### src/rtl/timer_ctrl.sv
// timer_ctrl: sequencer for a cascaded decimal down-counting digit chain.
// Drives the LSD decrement tick, the reload strobe to all digits and the expiry alarm.
// Optional build macro: AUTO_RELOAD_EN (alarm completion reloads and restarts the countdown).
module timer_ctrl #(
    parameter int unsigned TICK_DIV    = 100_000_000,
    parameter int unsigned ALARM_TICKS = 5
) (
    input  logic       clk,
    input  logic       rst,
    input  logic       start_btn,
    input  logic       pause_btn,
    input  logic       clear_btn,
    input  logic       zero_in,
    output logic       tick_out,
    output logic       reconfig_out,
    output logic       alarm,
    output logic       running,
    output logic [1:0] state
);

    localparam int unsigned PRE_W = (TICK_DIV > 1) ? $clog2(TICK_DIV) : 1;
    localparam int unsigned ALM_W = $clog2(ALARM_TICKS + 1);

    localparam logic [PRE_W-1:0] PRE_MAX  = PRE_W'(TICK_DIV - 1);
    localparam logic [ALM_W-1:0] ALM_LAST = ALM_W'(ALARM_TICKS - 1);

    localparam logic [1:0] S_IDLE  = 2'b00;
    localparam logic [1:0] S_RUN   = 2'b01;
    localparam logic [1:0] S_PAUSE = 2'b10;
    localparam logic [1:0] S_DONE  = 2'b11;

    logic [1:0]       state_q, state_d;
    logic [PRE_W-1:0] pre_q, pre_d;
    logic [ALM_W-1:0] alm_cnt_q, alm_cnt_d;
    logic             tick_q, tick_d;
    logic             reconfig_q, reconfig_d;
    logic             alarm_q, alarm_d;
    logic             running_q, running_d;
    logic             start_btn_q, start_btn_d;
    logic             pause_btn_q, pause_btn_d;
    logic             clear_btn_q, clear_btn_d;

    logic             start_ev_c, pause_ev_c, clear_ev_c;
    logic             pre_wrap_c;
    logic [PRE_W-1:0] pre_inc_c;

    // Button rising-edge events and prescaler step
    always_comb begin
        start_ev_c = start_btn & ~start_btn_q;
        pause_ev_c = pause_btn & ~pause_btn_q;
        clear_ev_c = clear_btn & ~clear_btn_q;
        pre_wrap_c = (pre_q == PRE_MAX);
        pre_inc_c  = pre_wrap_c ? '0 : pre_q + PRE_W'(1);
    end

    // Next-state and registered-output logic
    always_comb begin
        state_d     = state_q;
        pre_d       = pre_q;
        alm_cnt_d   = alm_cnt_q;
        tick_d      = 1'b0;
        reconfig_d  = 1'b0;
        start_btn_d = start_btn;
        pause_btn_d = pause_btn;
        clear_btn_d = clear_btn;

        case (state_q)
            S_IDLE: begin
                pre_d     = '0;
                alm_cnt_d = '0;
                if (clear_ev_c) begin
                    reconfig_d = 1'b1;
                end else if (start_ev_c) begin
                    state_d = S_RUN;
                end
            end
            S_RUN: begin
                if (clear_ev_c) begin
                    state_d    = S_IDLE;
                    reconfig_d = 1'b1;
                end else if (zero_in) begin
                    state_d   = S_DONE;
                    pre_d     = '0;
                    alm_cnt_d = '0;
                end else if (pause_ev_c && !start_ev_c) begin
                    // prescaler holds so the resume loses no time
                    state_d = S_PAUSE;
                end else begin
                    pre_d  = pre_inc_c;
                    tick_d = pre_wrap_c;
                end
            end
            S_PAUSE: begin
                if (clear_ev_c) begin
                    state_d    = S_IDLE;
                    reconfig_d = 1'b1;
                end else if (start_ev_c || pause_ev_c) begin
                    state_d = S_RUN;
                end
            end
            S_DONE: begin
                if (clear_ev_c || start_ev_c) begin
                    state_d    = S_IDLE;
                    reconfig_d = 1'b1;
                end else begin
                    pre_d = pre_inc_c;
                    if (pre_wrap_c) begin
                        if (alm_cnt_q == ALM_LAST) begin
                            alm_cnt_d = '0;
`ifdef AUTO_RELOAD_EN
                            state_d    = S_RUN;
                            reconfig_d = 1'b1;
`else
                            state_d = S_IDLE;
`endif
                        end else begin
                            alm_cnt_d = alm_cnt_q + ALM_W'(1);
                        end
                    end
                end
            end
            default: begin
                state_d = S_IDLE;
            end
        endcase

        alarm_d   = (state_d == S_DONE);
        running_d = (state_d == S_RUN);
    end

    // State and output registers, synchronous active-low reset
    always_ff @(posedge clk) begin
        if (!rst) begin
            state_q     <= S_IDLE;
            pre_q       <= '0;
            alm_cnt_q   <= '0;
            tick_q      <= 1'b0;
            reconfig_q  <= 1'b0;
            alarm_q     <= 1'b0;
            running_q   <= 1'b0;
            start_btn_q <= 1'b1;
            pause_btn_q <= 1'b1;
            clear_btn_q <= 1'b1;
        end else begin
            state_q     <= state_d;
            pre_q       <= pre_d;
            alm_cnt_q   <= alm_cnt_d;
            tick_q      <= tick_d;
            reconfig_q  <= reconfig_d;
            alarm_q     <= alarm_d;
            running_q   <= running_d;
            start_btn_q <= start_btn_d;
            pause_btn_q <= pause_btn_d;
            clear_btn_q <= clear_btn_d;
        end
    end

    assign tick_out     = tick_q;
    assign reconfig_out = reconfig_q;
    assign alarm        = alarm_q;
    assign running      = running_q;
    assign state        = state_q;

endmodule

### config.mk
export PLATFORM = sky130hd
export DESIGN_NAME = timer_ctrl
export DESIGN_NICKNAME = d
export VERILOG_FILES = /design/src/rtl/timer_ctrl.sv
export SDC_FILE = /design/constraint.sdc
export NUM_CORES = 1
export LEC_CHECK = 0
export ABC_CLOCK_PERIOD_IN_PS = 5600
export BUFFER_PORTS_ARGS = -buffer_cell sky130_fd_sc_hd__buf_2
export CORE_MARGIN = 2
export CORE_UTILIZATION = 63
export CTS_CLUSTER_SIZE = 16
export DETAILED_ROUTE_END_ITERATION = 8
export GPL_TIMING_DRIVEN = 0
export PLACE_DENSITY = 0.8
export SKIP_CTS_REPAIR_TIMING = 1
export SLEW_MARGIN = 20
export SYNTH_ARGS = -nofsm -noshare
export SYNTH_HDL_FRONTEND = slang
export SYNTH_SLANG_ARGS = --single-unit
### constraint.sdc
create_clock -name clk -period 5.6 [get_ports clk]
set_input_delay 0.84 -clock clk [delete_from_list [all_inputs] [get_ports clk]]
set_output_delay 0.84 -clock clk [all_outputs]
set_load 0.02 [all_outputs]
==> results of run 1 <==
==> metal layers <==
layer	vias up	track usage
met5	-	0
met4	0	0.0921
met3	9	0.0671
met2	46	0.376
met1	843	0.391
li1	947	-
==> area by class of cell <==
class / instances / area (um2) / area share
Sequential cell: 39 / 781 / 0.365
Tap cell: 33 / 41.3 / 0.0193
Inverter: 9 / 33.8 / 0.0158
Timing Repair Buffer: 11 / 55.1 / 0.0258
Clock buffer: 8 / 68.8 / 0.0322
Multi-Input combinational cell: 191 / 1120 / 0.525
Buffer: 8 / 36.3 / 0.0170
==> metrics by stage <==
stage	setup slack, ps	hold slack (ps)	instances
global route	2920	532	299
CTS	3140	497	299
detailed placement	2790	481	291
finish	3110	496	299
floorplan	3100	458	247
global placement	2800	472	291
==> path summary, 6_finish.rpt <==
path / endpoint / slack (ps) / depth (start not counted)
worst max-delay path: pre_q[11] / 3110 / 8
worst min-delay path: pre_q[26] / 500 / 2
worst max register to register: pre_q[11] / 3160 / 6
worst min register to register: pre_q[26] / 500 / 2
==> registers in the layout, indices dropped and copies added, names as in the netlist <==
| register | cells |
|---|---|
| pre_q | 27 |
| alm_cnt_q | 3 |
| state | 2 |
| alarm | 1 |
| clear_btn_q | 1 |
| pause_btn_q | 1 |
| reconfig_out | 1 |
| running | 1 |
| start_btn_q | 1 |
| tick_out | 1 |
==> cells in the final DEF, fill, tap and decap left out, types with 5 or more instances in the layout <==
master                     instances
sky130_fd_sc_hd__buf_2            16
sky130_fd_sc_hd__nand2_1          19
sky130_fd_sc_hd__nor3_1            7
sky130_fd_sc_hd__or4_1             8
sky130_fd_sc_hd__or3_1            19
sky130_fd_sc_hd__o21ai_0          14
sky130_fd_sc_hd__o31ai_1           5
sky130_fd_sc_hd__dfxtp_1          39
sky130_fd_sc_hd__nand4_1           9
sky130_fd_sc_hd__nand3_1          18
sky130_fd_sc_hd__inv_1             9
sky130_fd_sc_hd__nand2b_1          6
sky130_fd_sc_hd__a21oi_1          24
sky130_fd_sc_hd__nor2_1           15
sky130_fd_sc_hd__clkbuf_4          5
sky130_fd_sc_hd__nor4_1            6
==> kinds of logic (layout without fill, tap and decap cells) <==
kind of cell             Yosys count  count (layout)  share of synthesized area
flip-flops                        39              39                      0.396
AND/OR/NAND/NOR                  125             125                      0.358
multiplexers                       1               1                    0.00508
adder cells (fa/ha/maj)            3               3                     0.0190
AO/OA/AOI/OAI                     56              56                      0.160
XOR/XNOR                           6               6                     0.0266
buffers and inverters             17              36                     0.0355
==> worst max-delay path: cells and delay by family <==
family	cells	cell delay [ps]
and+or+nand+nor	3	1090
buffers and inverters	3	570
AOI/OAI and AO/OA	2	270
==> power by group through the flow <==
stage | Combinational, mW | Sequential, mW | Clock, mW
2_1_floorplan | 0.0157 | 0.289 | 0
3_3_place_gp | 0.0253 | 0.288 | 0
3_5_place_dp | 0.0255 | 0.288 | 0
4_1_cts | 0.0256 | 0.282 | 0.166
5_1_grt | 0.0287 | 0.282 | 0.179
6_report | 0.0259 | 0.282 | 0.165
==> results.md, run 1 <==
* Nets at 274
* Vias in the first global route at 1,602
* Later-pin clock latency in the skew report at 350 ps
* Detailed-router iteration count before antenna repair at 4
* Top cells by area in the synthesized netlist: sky130_fd_sc_hd__dfxtp_1 (40%), sky130_fd_sc_hd__a21oi_1 (6.1%), sky130_fd_sc_hd__or3_1 (6.0%)
* Logic pwr share at 0.055
* Hold wc startpoint: pre_q[26]
* Max-cap check violation count at 0
* Fraction of the core area covered by cells at the end of the flow at 0.712
* Antenna violations before repair at 0
* Cts bufs inserted at 5
* Start-to-end type of the worst setup path: in2reg
* Top Layer Used: met4
* Number of filler instances in the final layout at 253
* Final Cycle Share at 0.445
* Layout cell share with drive strength beyond 1 at 0.105
* Pin count of the biggest net entering global routing at 12
* Height of the die at 59.9 um
* Max-slew headroom at the worst pin at 0.608
* Hold WC Path Type: reg2reg
* Post-synthesis average cell area at 7.98 um2
* Sequential element share of the synthesized area at 0.396
* Worst Setup End Kind: flip-flop
* Total global routing track utilization at 0.266
* Switching Share at 0.232
* Min Tclk post-route at 2490 ps
* Cell with the largest stage delay on the worst path: sky130_fd_sc_hd__nor3_1
* Total length of routed wires at 4180 um
* Top-count cell post-synth: sky130_fd_sc_hd__dfxtp_1
* Pint at 363 uW
* Global-route congestion overflow total at 0
* Leakage at 0.649 nW
* Crit path largest cell delay at 480 ps
* DRC viols at 0
* Residual antenna-violating net count after detailed routing at 0
* Clock share of power at 0.350
* Clk slew on worst S/H paths at 110 ps
* Cell taking the most area after synthesis: sky130_fd_sc_hd__dfxtp_1
* Synth Instances at 247
* Standard cell core area at 3000 um2
* Clk Tree Root Cell: sky130_fd_sc_hd__clkbuf_4
* Synthesized Nets at 256
* Via/cell ratio at 6.17
* Reg-to-reg startpoint: pre_q[9]
* Wire length of the first global-routing pass at 7300 um
* Power density of the placed cells at 221 nW/um2
* RSZ-0062 raised after global routing: false
* Post-place instance area at 2070 um2
* Data arrival time of the critical path at 2770 ps
* Reg power frac at 0.596
* Net Sw Power at 110 uW
* Prevailing post-synth register cell: sky130_fd_sc_hd__dfxtp_1
* Length of routed met3 wiring at 204 um
* Count of state elements after synthesis at 39
* Start point of the critical path: zero_in
* H-tree levels at 2
* Measured slew at the worst slew-check pin at 584 ps
* DIE AREA at 3590 um2
* N_diodes at 0
* Wirelength per Cell at 14.0 um
* Total I/O pin count at 12
* Clock Skew at 7.00 ps
* Most numerous cell on the critical path: sky130_fd_sc_hd__buf_2
* Final hold vios at 0
* TritonCTS sink count at 39
* Vias post-DR at 1,845
* Routability Congestion at 0.838
* Yosys synthesis warning count at 0
* Clk buf depth at 2
* Maximum operating frequency at 401 MHz
* CP startpoint kind: primary input
* Maximum ir drop on the vdd rail at 169 uV
* Final instance area at 2140 um2
* Total chip power at 473 uW
* Top post-synthesis cells by count: sky130_fd_sc_hd__dfxtp_1 (39), sky130_fd_sc_hd__a21oi_1 (24), sky130_fd_sc_hd__nand2_1 (19), sky130_fd_sc_hd__or3_1 (19), sky130_fd_sc_hd__nand3_1 (18)
* Required @ worst endpoint at 5880 ps
* Ordered list of cells on the worst path: buf_2 -> or3b_1 -> nor3_1 -> or4_1 -> buf_2 -> buf_2 -> o21ai_0 -> a21oi_1
* Status: finished, final reports clean
* Metal-1 WL at 2170 um
* Drt initial violations at 105
* Die X-Extent at 59.9 um
* Max-slew violation count at 0
* Total setup violations reported at the end of the flow at 0
* Wire length on met2 at 1730 um
* Ys async rst share at 0
* Count of distinct cell types in the synthesized netlist at 38
* Detailed-placement wirelength estimate at 3030 um
* CTS tree: yes
* Effective utilization at floorplan at 0.657
* Highest net fanout along the worst path at 10
* Relative area change from synthesis to final layout at 8.38%
* Cell area after synthesis at 1970 um2
* Portion of synthesized cell area occupied by the leading cell type at 0.396
* Number of placement rows at 20
* EDFF count, synth at 0
* Setup_tns at 0 ps
* Number of port buffers at 11
(Power assumes the default switching activity.)
==> run 2: changes to the inputs <==
ABC_AREA = 1   (was unset)
ABC_CLOCK_PERIOD_IN_PS = 2000   (was 5600)
CORE_UTILIZATION = 55   (was 63)
PLACE_DENSITY = 0.74   (was 0.8)
clock period = 2 ns   (was 5.6 ns; I/O delays follow)
==> run 2 against run 1 <==
Against the previous run: largest power group unchanged; clock-buffer cell count did not move; critical endpoint is now pre_q[15]; sequential power rose to 2.8 times the previous value; power rose to 3.0 times the previous value; die area rose by 38%; via count rose by 32%; utilization fell by 9.5 points; register-to-register slack got worse by 2900 ps; critical path depth rose by 3.
==> results.md, run 2 <==
* Status: finished, final reports clean
* Height of the die at 70.5 um
* Highest-count cells in the layout ignoring fill and taps: sky130_fd_sc_hd__nand2_1 (99), sky130_fd_sc_hd__nor2_1 (85), sky130_fd_sc_hd__inv_1 (56)
* CP startpoint kind: flip-flop
* Wirelength per Cell at 11.4 um
* Ordered list of cells on the worst path: ha_1 -> inv_1 -> nor2_4 -> nand2_2 -> nor2_2 -> nand2_1 -> nand2_2 -> nand2_4 -> buf_6 -> nand3_1 -> nor2_1
* Cell taking the most area after synthesis: sky130_fd_sc_hd__dfxtp_1
* Number of flip-flops under the largest register name at 27
* Prevailing post-synth register cell: sky130_fd_sc_hd__dfxtp_1
* Top-count cell post-synth: sky130_fd_sc_hd__nand2_1
* Synth Instances at 399
* Number of filler instances in the final layout at 413
* Nets at 425
* Via/cell ratio at 5.17
* CTS tree: yes
* Clk Tree Root Cell: sky130_fd_sc_hd__clkbuf_8
* RSZ-0062 raised after global routing: false
* DIE AREA at 4960 um2
* Worst R2R Setup Slack at 220 ps
* Min Tclk post-route at 1780 ps
* Crit path largest cell delay at 370 ps
* Final standard cell count with taps included and fillers excluded at 469
* Detailed-placement wirelength estimate at 4100 um
* Total I/O pin count at 12
* Kind of cell adding the most delay to the critical path: simple AND/OR/NAND/NOR gates
* Antenna violations before repair at 0
* Top cells by area in the synthesized netlist: sky130_fd_sc_hd__dfxtp_1 (32%), sky130_fd_sc_hd__nand2_1 (15%), sky130_fd_sc_hd__nor2_1 (13%)
* Leakage at 1.02 nW
* Setup_tns at 0 ps
* Number of port buffers at 10
* Measured slew at the worst slew-check pin at 478 ps
* Max-slew headroom at the worst pin at 0.681
* Cell area after synthesis at 2430 um2
* Cell with the largest stage delay on the worst path: sky130_fd_sc_hd__dfxtp_2
* Detailed-router iteration count before antenna repair at 4
* Most numerous cell on the critical path: sky130_fd_sc_hd__nand2_2
* Number of placement rows at 24
* Total setup violations reported at the end of the flow at 0
* Vias post-DR at 2,427
* Start-to-end type of the worst setup path: reg2reg
* Hold WC Path Type: in2reg
* Cts bufs inserted at 5
* Sequential element share of the synthesized area at 0.321
* Die X-Extent at 70.5 um
* Final Cycle Share at 0.891
* Count of state elements after synthesis at 39
* Total global routing track utilization at 0.238
* Buffers & Inverters on Critical Path at 2
* Clk buf depth at 2
* Wire length of the first global-routing pass at 9640 um
* Worst Setup End Kind: flip-flop
* Later-pin clock latency in the skew report at 290 ps
* N_diodes at 0
* Power density of the placed cells at 538 nW/um2
* Post-synthesis average cell area at 6.09 um2
* Max-slew violation count at 0
* DRC viols at 0
* Most common cell after layout, fill and taps aside: sky130_fd_sc_hd__nand2_1
* TritonCTS sink count at 39
* Clock Skew at 5.95 ps
* Effective utilization at floorplan at 0.566
* Routability Congestion at 0.929
* Yosys synthesis warning count at 0
* Maximum ir drop on the vdd rail at 329 uV
* Final hold vios at 0
* Vias in the first global route at 2,302
* Max-cap check violation count at 0
* Total chip power at 1.43 mW
* Maximum operating frequency at 561 MHz
* Total length of routed wires at 5370 um
* Sequential cell area at 783 um2
* Synthesized Nets at 408
* Footprint of the multi-input gates at 1380 um2
* Pin count of the biggest net entering global routing at 12
* Required @ worst endpoint at 2190 ps
* EDFF count, synth at 0
* Ys async rst share at 0
* Standard cell core area at 4290 um2
* Drt initial violations at 127
* Clk slew on worst S/H paths at 80 ps
* Portion of synthesized cell area occupied by the leading cell type at 0.321
* Data arrival time of the critical path at 1970 ps
* Layout cell share with drive strength beyond 1 at 0.122
* H-tree levels at 2
* Count of distinct cell types in the synthesized netlist at 30
* Highest net fanout along the worst path at 10
* Global-route congestion overflow total at 0
* Largest Register: pre_q
* Residual antenna-violating net count after detailed routing at 0
* Relative area change from synthesis to final layout at 9.07%
* Cells after DPL at 461
* Top post-synthesis cells by count: sky130_fd_sc_hd__nand2_1 (99), sky130_fd_sc_hd__nor2_1 (86), sky130_fd_sc_hd__inv_1 (56), sky130_fd_sc_hd__nand3_1 (41), sky130_fd_sc_hd__dfxtp_1 (39)
[run 2: cell types whose count changed in the layout (fill, tap and decap cells not counted), sizes merged, moves of 4 or more]
cell	before	now
a21oi	24	5
nand2	19	110
nand3	18	42
nor2b	4	0
nor3	7	14
inv	9	57
or3	19	0
nand2b	6	0
or4	8	0
o21ai	18	12
nand4	10	5
nor4	8	3
nor2	15	95
o31ai	5	0
[run 2: cell families after synthesis]
group	synth area share
flops	0.321
xor+xnor	0.00361
buf+inv	0.110
compound gates	0.0474
simple gates	0.502
fa+ha+maj	0.0155
[run 2: worst register-to-register path: stages (launching register included)]
cell                      delay [ps]
sky130_fd_sc_hd__dfxtp_2         370
sky130_fd_sc_hd__ha_1            160
sky130_fd_sc_hd__inv_1           100
sky130_fd_sc_hd__nor2_4          170
sky130_fd_sc_hd__nand2_2         110
sky130_fd_sc_hd__nor2_2          130
sky130_fd_sc_hd__nand2_1         110
sky130_fd_sc_hd__nand2_2         110
sky130_fd_sc_hd__nand2_4         110
sky130_fd_sc_hd__buf_6           190
sky130_fd_sc_hd__nand3_1          80
sky130_fd_sc_hd__nor2_1           40
[run 2: area by class of cell]
| class | instances | area share |
|---|---|---|
| multi-input cells | 296 | 0.522 |
| flip-flops and latches | 39 | 0.296 |
| inverters | 57 | 0.0808 |
| clock buffers | 8 | 0.0378 |
| well taps | 52 | 0.0246 |
| plain buffers | 7 | 0.0198 |
| repair buffers | 10 | 0.0189 |
[run 2: path summary, 6_finish.rpt]
path,cells past startpoint,end,start
max,11,pre_q[15],pre_q[0]
min,2,clear_btn_q,clear_btn
max reg2reg,11,pre_q[15],pre_q[0]
min reg2reg,2,pre_q[21],pre_q[21]
[run 2: routing by layer]
metal | vias to the layer above | wire [um] | share of wire | global-route usage
met5 | - | 0 | 0 | 0
met4 | 0 | 64 | 0.012 | 0.0812
met3 | 7 | 237 | 0.044 | 0.0390
met2 | 40 | 2620 | 0.49 | 0.422
met1 | 1106 | 2450 | 0.46 | 0.289
li1 | 1274 | - | - | -
[run 2: report_power, final]
part           internal, mW  switching [mW]
Clock                 0.315           0.279
Combinational        0.0157          0.0342
Sequential            0.780         0.00200
[run 2: through the flow]
step | util | cell area, um2 | hold WS [ps] | worst slack [ps]
finish | 0.617 | 2650 | 205 | 217
detailed placement | 0.592 | 2540 | 477 | 138
floorplan | - | 2430 | 396 | 407
CTS | 0.616 | 2640 | 206 | 115
global route | 0.617 | 2650 | 213 | 37.2
global placement | 0.592 | 2540 | 475 | 154
==> run 3: changes to the inputs <==
REMOVE_ABC_BUFFERS = 1   (was unset)
==> run 3 against run 2 <==
Against the previous run: flip-flop and latch count unchanged; clock skew grew 0.87 ps; sequential share of layout area grew 0.12 points; sequential power is essentially flat; register-to-register slack worse by 20 ps; utilization shrank 0.15 points; clock-buffer cell count down 2; worst setup slack got worse by 16 ps; critical path depth shrank 1; global-route usage grew 0.32 points; critical endpoint is now pre_q[19]; largest cell class unchanged.
==> results.md, run 3 (synthesis gave the netlist of run 2 again) <==
* Most common cell after layout, fill and taps aside: sky130_fd_sc_hd__nand2_1
* Highest-count cells in the layout ignoring fill and taps: sky130_fd_sc_hd__nand2_1 (99), sky130_fd_sc_hd__nor2_1 (86), sky130_fd_sc_hd__inv_1 (56)
* Final Cycle Share at 0.899
* DIE AREA at 4960 um2
* RSZ-0062 raised after global routing: false
* Largest Register: pre_q
* Cell with the largest stage delay on the worst path: sky130_fd_sc_hd__dfxtp_2
* Worst Setup End Kind: flip-flop
* Final standard cell count with taps included and fillers excluded at 467
* Nets at 424
* Maximum operating frequency at 556 MHz
* Ordered list of cells on the worst path: ha_1 -> inv_1 -> nor2_4 -> nand2_2 -> nor2_1 -> nand2_1 -> nand2_2 -> nand2_4 -> nand3_1 -> nor2_1
* Hold wc startpoint: clear_btn
* Max-slew headroom at the worst pin at 0.603
* Data arrival time of the critical path at 1980 ps
* Routability Congestion at 0.855
* Total length of routed wires at 5590 um
* Clock share of power at 0.392
* Min-Delay Path Depth at 2
* Setup_tns at 0 ps
* Power density of the placed cells at 517 nW/um2
* Later-pin clock latency in the skew report at 290 ps
* Residual antenna-violating net count after detailed routing at 0
* Highest net fanout along the worst path at 19
* CP startpoint kind: flip-flop
* R2r worst-path depth at 10
* Fraction of the core area covered by cells at the end of the flow at 0.615
* Total I/O pin count at 12
* Via/cell ratio at 5.26
* CTS tree: yes
* N_diodes at 0
* Cells after DPL at 455
* Drt initial violations at 93
* Max-slew violation count at 0
* DRC viols at 0
* Number of flip-flops under the largest register name at 27
* Hold WC Path Type: in2reg
* Clock Skew at 6.82 ps
* Status: finished, final reports clean
* TritonCTS sink count at 39
* Vias in the first global route at 2,314
* Start-to-end type of the worst setup path: reg2reg
* Die X-Extent at 70.5 um
* Maximum ir drop on the vdd rail at 314 uV
* Clk slew on worst S/H paths at 70 ps
* Cts bufs inserted at 5
* Crit path setup slack, layout at 201 ps
* Crit path largest cell delay at 380 ps
* Standard cell core area at 4290 um2
* Max-cap check violation count at 0
* Clk buf depth at 2
* Minimum setup slack after placement at -63.8 ps
* Wirelength per Cell at 12.0 um
* Total setup violations reported at the end of the flow at 0
* H-tree levels at 2
* Required @ worst endpoint at 2180 ps
* Detailed-placement wirelength estimate at 3910 um
* Number of port buffers at 11
* Reg-to-reg startpoint: pre_q[0]
* Vias post-DR at 2,458
* Net Sw Power at 302 uW
* Wire length of the first global-routing pass at 9670 um
* Worst R2R Setup Slack at 200 ps
* Antenna violations before repair at 0
* Kind of cell adding the most delay to the critical path: simple AND/OR/NAND/NOR gates
* Total chip power at 1.37 mW
* Worst Hold Path EP: clear_btn_q
* Clk Tree Root Cell: sky130_fd_sc_hd__clkbuf_8
* Total global routing track utilization at 0.241
* Final hold vios at 0
* Logic pwr share at 0.036
* Effective utilization at floorplan at 0.566
* Global-route congestion overflow total at 0
* Leakage at 1.01 nW
* Reg-to-reg critical path endpoint: pre_q[19]
* Layout cell share with drive strength beyond 1 at 0.128
* Buffers & Inverters on Critical Path at 1
* Switching Share at 0.221
* Measured slew at the worst slew-check pin at 595 ps
* Min Tclk post-route at 1800 ps
* Pin count of the biggest net entering global routing at 28
* Detailed-router iteration count before antenna repair at 6
* Relative area change from synthesis to final layout at 8.81%
* Pint at 1.07 mW
* Height of the die at 70.5 um
* Reg power frac at 0.572
* Number of placement rows at 24
## run 3: routing by layer
layer / wire, um / track usage / vias to the layer above / share of wire
li1: - / - / 1273 / -
met4: 131 / 0.0983 / 0 / 0.023
met2: 2650 / 0.421 / 59 / 0.47
met1: 2570 / 0.290 / 1113 / 0.46
met3: 242 / 0.0433 / 13 / 0.043
met5: 0 / 0 / - / 0
## run 3: through the flow
stage                     hold WS [ps]  instance area [um2]
after CTS                          205                 2580
after global routing               207                 2640
after detailed placement           481                 2500
after floorplan                    369                 2380
after global placement             475                 2500
final                              210                 2640
## run 3: worst register-to-register path, delay by kind of cell (launching register included)
kind          cells  cell delay [ps]
flops             1              380
simple gates      8             1050
fa+ha+maj         1              160
buf+inv           1               90
## run 3: power by group through the flow
stage               combinational (mW)  sequential, mW  clock, mW
floorplan                       0.0252           0.801          0
global placement                0.0461           0.800          0
detailed placement              0.0471           0.801          0
CTS                             0.0472           0.782      0.548
global route                    0.0570           0.783      0.575
finish                          0.0496           0.783      0.535
## run 3: final cells by class
| class | count | area, um2 |
|---|---|---|
| fill | 424 | 1650 |
| timing repair buffer | 15 | 85.1 |
| inverter | 57 | 214 |
| multi-input combinational | 297 | 1410 |
| tap | 52 | 65.1 |
| clock buffer | 6 | 82.6 |
| sequential | 39 | 785 |
| clock inverter | 1 | 5.00 |
## run 3: worst max-delay path by stage
stage | cells after the start | slack, ps | from | endpoint
4_1_cts | 9 | -50 | state[1] | pre_q[26]
3_5_place_dp | 9 | -60 | clear_btn | pre_q[26]
5_1_grt | 10 | 0.6 | pre_q[0] | pre_q[11]
3_3_place_gp | 9 | -60 | clear_btn | pre_q[26]
6_report | 10 | 200 | pre_q[0] | pre_q[19]
2_1_floorplan | 7 | 240 | state[0] | pre_q[2]
